==> src/rtl/imem_loader_pkg.sv <==
// Shared constants for the instruction-memory loader: FSM encoding and frame parameters.
package imem_loader_pkg;

    localparam int          BYTES_PER_WORD = 4;
    localparam logic [7:0]  CHK_INIT       = 8'h00;

    localparam logic [2:0] S_IDLE   = 3'd0;
    localparam logic [2:0] S_LEN_HI = 3'd1;
    localparam logic [2:0] S_LEN_LO = 3'd2;
    localparam logic [2:0] S_DATA   = 3'd3;
    localparam logic [2:0] S_WRITE  = 3'd4;
    localparam logic [2:0] S_CHECK  = 3'd5;
    localparam logic [2:0] S_DONE   = 3'd6;
    localparam logic [2:0] S_ERROR  = 3'd7;

endpackage

==> src/rtl/imem_loader_if.sv <==
// Byte-stream input and instruction-RAM write port of the loader.
interface imem_loader_if #(
    parameter int ADDR_WIDTH = 8
) ();
    logic                  in_valid;
    logic [7:0]            in_data;
    logic                  in_ready;
    logic                  im_we;
    logic [ADDR_WIDTH-1:0] im_addr;
    logic [31:0]           im_wdata;

    modport slave  (input  in_valid, in_data,
                    output in_ready, im_we, im_addr, im_wdata);
    modport master (output in_valid, in_data,
                    input  in_ready, im_we, im_addr, im_wdata);
endinterface

==> src/rtl/imem_loader_byte_packer.sv <==
// Big-endian byte-to-word packer: first byte of a word lands in [31:24].
module byte_packer
    import imem_loader_pkg::*;
(
    input  logic        clk,
    input  logic        reset,
    input  logic        clr,
    input  logic        shift,
    input  logic [7:0]  din,
    output logic [31:0] word,
    output logic        word_full
);
    logic [1:0] cnt;

    always_ff @(posedge clk or posedge reset) begin
        if (reset) begin
            word <= '0;
            cnt  <= '0;
        end else if (clr) begin
            word <= '0;
            cnt  <= '0;
        end else if (shift) begin
            word <= {word[23:0], din};
            cnt  <= cnt + 2'd1;
        end
    end

    // High while the next shifted byte completes the word; the counter wraps back to 0.
    assign word_full = (cnt == 2'(BYTES_PER_WORD - 1));

endmodule

==> src/rtl/imem_loader.sv <==
// Loads a framed byte stream (length, words, XOR checksum) into instruction RAM
// while holding the CPU in reset.
module imem_loader
    import imem_loader_pkg::*;
#(
    parameter int ADDR_WIDTH = 8,
    parameter int START_ADDR = 0
) (
    input  logic         clk,
    input  logic         reset,
    input  logic         start,
    imem_loader_if.slave bus,
    output logic         cpu_hold,
    output logic         done,
    output logic         err
);
    localparam logic [31:0]           MAX_WORDS = 32'((64'd1 << ADDR_WIDTH) - 64'(START_ADDR));
    localparam logic [ADDR_WIDTH-1:0] ADDR0     = ADDR_WIDTH'(START_ADDR);

    logic [2:0]            state;
    logic [15:0]           remaining;
    logic [7:0]            chk;
    logic [ADDR_WIDTH-1:0] addr;
    logic                  we;
    logic                  rdy;
    logic                  hs;
    logic                  start_ok;
    logic [15:0]           len_full;
    logic [31:0]           pk_word;
    logic                  pk_full;

    assign hs       = bus.in_valid && rdy;
    assign start_ok = start && (state == S_IDLE || state == S_DONE || state == S_ERROR);
    assign len_full = {remaining[15:8], bus.in_data};

    byte_packer u_packer (
        .clk       (clk),
        .reset     (reset),
        .clr       (start_ok),
        .shift     (hs && state == S_DATA),
        .din       (bus.in_data),
        .word      (pk_word),
        .word_full (pk_full)
    );

    always_ff @(posedge clk or posedge reset) begin
        if (reset) begin
            state     <= S_IDLE;
            remaining <= '0;
            chk       <= CHK_INIT;
            addr      <= ADDR0;
            we        <= 1'b0;
            rdy       <= 1'b0;
            cpu_hold  <= 1'b0;
            done      <= 1'b0;
            err       <= 1'b0;
        end else begin
            we   <= 1'b0;
            done <= 1'b0;
            case (state)
                S_IDLE, S_DONE, S_ERROR: begin
                    if (start) begin
                        state    <= S_LEN_HI;
                        rdy      <= 1'b1;
                        cpu_hold <= 1'b1;
                        err      <= 1'b0;
                        addr     <= ADDR0;
                        chk      <= CHK_INIT;
                    end else if (state == S_DONE) begin
                        state <= S_IDLE;
                    end
                end
                S_LEN_HI: if (hs) begin
                    remaining[15:8] <= bus.in_data;
                    state           <= S_LEN_LO;
                end
                S_LEN_LO: if (hs) begin
                    remaining <= len_full;
                    if (len_full == 16'd0) begin
                        state <= S_CHECK;
                    end else if ({16'h0, len_full} > MAX_WORDS) begin
                        state <= S_ERROR;
                        rdy   <= 1'b0;
                        err   <= 1'b1;
                    end else begin
                        state <= S_DATA;
                    end
                end
                S_DATA: if (hs) begin
                    chk <= chk ^ bus.in_data;
                    if (pk_full) begin
                        state <= S_WRITE;
                        rdy   <= 1'b0;
                        we    <= 1'b1;
                    end
                end
                S_WRITE: begin
                    remaining <= remaining - 16'd1;
                    rdy       <= 1'b1;
                    // Last word keeps its address so a full-depth load never wraps.
                    if (remaining == 16'd1) begin
                        state <= S_CHECK;
                    end else begin
                        state <= S_DATA;
                        addr  <= addr + ADDR_WIDTH'(1);
                    end
                end
                S_CHECK: if (hs) begin
                    rdy <= 1'b0;
                    if (bus.in_data == chk) begin
                        state    <= S_DONE;
                        done     <= 1'b1;
                        cpu_hold <= 1'b0;
                    end else begin
                        state <= S_ERROR;
                        err   <= 1'b1;
                    end
                end
                default: state <= S_IDLE;
            endcase
        end
    end

    assign bus.in_ready = rdy;
    assign bus.im_we    = we;
    assign bus.im_addr  = addr;
    assign bus.im_wdata = pk_word;

endmodule

==> src/flat_wrapper.sv <==
// flat-port wrapper written by rule: the top's interface ports become plain ports
module imem_loader_flat import imem_loader_pkg::*;
#(
    parameter int ADDR_WIDTH = 8,
    parameter int START_ADDR = 0
)
  (clk, reset, start, cpu_hold, done, err, bus_in_valid, bus_in_data, bus_in_ready, bus_im_we, bus_im_addr, bus_im_wdata);
  imem_loader_if #(.ADDR_WIDTH(ADDR_WIDTH)) bus_i ();
  input  logic clk;
  input  logic reset;
  input  logic start;
  output logic cpu_hold;
  output logic done;
  output logic err;
  input wire logic [$bits(bus_i.in_valid)-1:0] bus_in_valid;
  input wire logic [$bits(bus_i.in_data)-1:0] bus_in_data;
  output wire logic [$bits(bus_i.in_ready)-1:0] bus_in_ready;
  output wire logic [$bits(bus_i.im_we)-1:0] bus_im_we;
  output wire logic [$bits(bus_i.im_addr)-1:0] bus_im_addr;
  output wire logic [$bits(bus_i.im_wdata)-1:0] bus_im_wdata;
  assign bus_i.in_valid = bus_in_valid;
  assign bus_i.in_data = bus_in_data;
  assign bus_in_ready = bus_i.in_ready;
  assign bus_im_we = bus_i.im_we;
  assign bus_im_addr = bus_i.im_addr;
  assign bus_im_wdata = bus_i.im_wdata;
  imem_loader #(.ADDR_WIDTH(ADDR_WIDTH), .START_ADDR(START_ADDR)) u_core (.clk(clk), .reset(reset), .start(start), .bus(bus_i), .cpu_hold(cpu_hold), .done(done), .err(err));
endmodule
==> config.mk <==
export PLATFORM = sky130hd
export DESIGN_NAME = imem_loader_flat
export DESIGN_NICKNAME = d
export VERILOG_FILES = /design/src/rtl/imem_loader_pkg.sv /design/src/rtl/imem_loader_if.sv /design/src/rtl/imem_loader_byte_packer.sv /design/src/rtl/imem_loader.sv /design/src/flat_wrapper.sv
export SDC_FILE = /design/constraint.sdc
export NUM_CORES = 1
export LEC_CHECK = 0
export CORE_MARGIN = 2
export CORE_UTILIZATION = 61
export CTS_CLUSTER_DIAMETER = 50
export DETAILED_ROUTE_END_ITERATION = 8
export DONT_BUFFER_PORTS = 1
export GPL_TIMING_DRIVEN = 0
export PLACE_DENSITY_LB_ADDON = 0.08
export SETUP_SLACK_MARGIN = 0.5
export SYNTH_ARGS = -nofsm -noshare
export SYNTH_HDL_FRONTEND = slang
export SYNTH_SLANG_ARGS = --single-unit
==> constraint.sdc <==
create_clock -name clk -period 3.1 [get_ports clk]
set_input_delay 0.31 -clock clk [delete_from_list [all_inputs] [get_ports clk]]
set_output_delay 0.31 -clock clk [all_outputs]
set_load 0.01 [all_outputs]
==> out/summary.txt <==
First-pass GRT wire length -> 15400 µm
Hold Path Origin -> bus_in_data[0]
Setup TNS Final -> 0 ps
R2R Setup Slk -> 940 ps
Clock skew -> 9.67 ps
CP Launch Type -> flop
Synthesized area -> 0.00377 mm²
Max-cap violations -> 0
CTS tree -> built
Comb pwr share -> 0.019
Critical path cell sequence -> inv_1, ha_1, nor4b_1, nand4_2, o2bb2ai_2, buf_4, o31ai_1, a21oi_1
Final hold slack -> 81.8 ps
Total core area -> 0.00596 mm²
P_int -> 1.51 mW
Arr. time, crit path -> 2430 ps
Vias -> 3319
Rows -> 28
Post-CTS Setup Bufs -> 0
Sequential power share -> 0.504
Pwr dens -> 462 mW/mm²
Clk sinks -> 74
GRT Overall Usage -> 0.302
Leakage Power -> 1.81 nW
Clk Latency, worst-skew pair -> 350 ps
NumNets Final -> 463
CTS root buffer -> clkbuf_8
Hold Crit Class -> primary input to flop
Worst slack, placed -> 980 ps
Number of global-route vias before repair -> 3066
Worst path max stage delay -> 410 ps
Crit end category -> flop
Top FF cell, synth -> dfrtp_1
CP required -> 3370 ps
Status -> finished clean
Syn Inst Count -> 434
Clock power frac -> 0.477
Num CTS Buffers -> 9
Synthesized net count -> 450
Remaining Overflow, GRT -> 0
Synthesis-to-layout area growth -> 9.92%
# H-tree levels -> 3
Vias/cell -> 6.31
Die width -> 82.6 µm
Number of synthesized flops with an enable pin -> 0
Slew headroom -> 0.524
Maximum vdd drop -> 0.327 mV
Synth warn -> 0
Setup violators final -> 0
Syn_area_per_cell -> 8.69 µm²
Clk buf depth -> 2
Die Span Y -> 82.6 µm
Final WL -> 9710 µm
Die area -> 0.00683 mm²
Most instantiated cells after synthesis -> nand2_1, dfrtp_1, a21oi_1
Distinct cells, synth -> 59
Initial Util -> 0.633
Max-slew violations -> 0
# port buffers -> 0
Tmin final -> 2160 ps
Crit path buffers/inverters -> 2
WS Path Type -> flop to flop
Post-route ant nets -> 0
Initial antenna violation count -> 0
Proportion of synthesized chip area in sequential cells -> 0.491
Maximum clock rate -> 463 MHz
Synth top area share -> 0.491
Path length in cells of the critical path -> 8
Final Worst Setup Slack -> 941 ps
Routed len/inst -> 18.5 µm
Dpl hpwl -> 6660 µm
Worst-path fanout max -> 10
Reg2reg start -> u_core.remaining[1]
CTS clk-pin slew, worst paths -> 80 ps
Asr flop ratio synth -> 1.00
Worst Tran Pin Value -> 713 ps
Switch Pwr -> 403 µW
Slowest stage cell on the critical path -> dfrtp_1
# fillers -> 471
Synth top area cells -> dfrtp_1, nand2_1, a21oi_1, o21ai_0, nor2_1
Pin count of the biggest net entering global routing -> 60
Sw frac -> 0.211
Final Cycle Share -> 0.697
Post-CTS resize count -> 0
Seq cells post-synth -> 74
IO Pins -> 57
Dominant cell by count in the synthesized netlist -> nand2_1
Antenna cells -> 0
DR pass1 iterations -> 7
Share of layout cells above drive strength 1 -> 0.0865
RSZ-0062 raised after global routing -> false
Crit. Startpoint -> u_core.remaining[1]
FF-to-FF End -> u_core.bus.im_addr[4]
Area leader, netlist -> dfrtp_1
R2R depth -> 8
Initial drt markers -> 297
Residual DRC -> 0
Worst setup path end -> u_core.bus.im_addr[4]
Gpl congestion -> 0.882
Crit-path leading delay family -> simple AND/OR/NAND/NOR gates
Final hold violations -> 0
[flip-flops by register name, indices dropped and copies added, names as in the netlist, 2 cells and up]
register	cells
u_core.u_packer.cnt	2
u_core.state	3
u_core.bus.im_addr	8
u_core.remaining	16
u_core.u_packer.word	32
u_core.chk	8
[kinds of logic (layout without fill, tap and decap cells)]
logic type | Yosys count | count (layout) | synth area share
AOI/OAI and AO/OA | 128 | 128 | 0.202
xor gates and xnor gates | 6 | 6 | 0.0139
adders and majority gates | 4 | 4 | 0.0133
buffers and inverters | 36 | 53 | 0.0402
DFF | 74 | 74 | 0.491
muxes | 1 | 1 | 0.00299
and+or+nand+nor | 185 | 185 | 0.237
[area by class of cell]
class / instances / area (µm²) / share of cell area
clock inverters: 6 / 116 / 0.0281
repair buffers: 2 / 37.5 / 0.00906
well taps: 75 / 93.8 / 0.0226
multi-input cells: 324 / 1770 / 0.426
inverters: 12 / 47.5 / 0.0115
clock buffers: 9 / 124 / 0.0299
flip-flops and latches: 74 / 1850 / 0.447
plain buffers: 24 / 106 / 0.0257
[through the flow]
stage               instances  area, µm²  power (mW)  utilization
floorplan                 434       3770        1.01            -
global route              526       4140        1.96        0.696
finish                    526       4140        1.91        0.696
CTS                       526       4140        1.91        0.696
detailed placement        510       3890        1.02        0.654
global placement          509       3860        1.01        0.649
[worst register-to-register path, stage by stage (launching register included)]
cell and delay, ps:
dfrtp_1 410, inv_1 110, ha_1 140, nor4b_1 350, nand4_2 280, o2bb2ai_2 320
buf_4 210, o31ai_1 90, a21oi_1 170
[worst min path at each step]
stage                                   end  slack [ps]  cells past startpoint
floorplan           u_core.u_packer.word[0]         440                      2
global route        u_core.u_packer.word[0]          80                      2
finish              u_core.u_packer.word[0]          80                      2
detailed placement    u_core.bus.im_addr[5]         130                      1
CTS                 u_core.u_packer.word[0]          80                      2
global placement    u_core.u_packer.word[0]         440                      2
[cell usage in the layout (no fill, tap or decap), types with 5 or more instances in the layout]
cell,netlist,layout
nand2b_1,8,8
clkbuf_1,12,12
nor3_1,6,6
xnor2_1,6,6
or3_1,6,6
inv_1,12,11
o21ai_0,34,34
clkbuf_8,0,9
nand3_1,5,5
o22ai_1,6,6
buf_2,10,10
dfrtp_1,74,74
nand2_1,94,94
or4_1,5,5
nor2_1,30,30
a21oi_1,54,54
nand4_1,6,6
nor4_1,6,6
[power groups by stage]
stage	clock [mW]	combinational, mW	sequential (mW)
2_1_floorplan	0	0.0239	0.984
3_3_place_gp	0	0.0308	0.984
3_5_place_dp	0	0.0362	0.984
4_1_cts	0.913	0.0376	0.964
5_1_grt	0.958	0.0421	0.964
6_report	0.912	0.0365	0.964
[routing by layer]
metal | GRT usage | wire [µm] | up-vias
li1 | - | - | 1556
met1 | 0.424 | 4030 | 1593
met2 | 0.471 | 4640 | 157
met3 | 0.0674 | 901 | 13
met4 | 0.0902 | 137 | 0
met5 | 0 | 0 | -
[timing repair]
item,4_1_cts,5_1_grt
hold endpoints to repair,15,0
hold buffers,1,0
setup endpoints to repair,0,0
(Power assumes the default switching activity.)
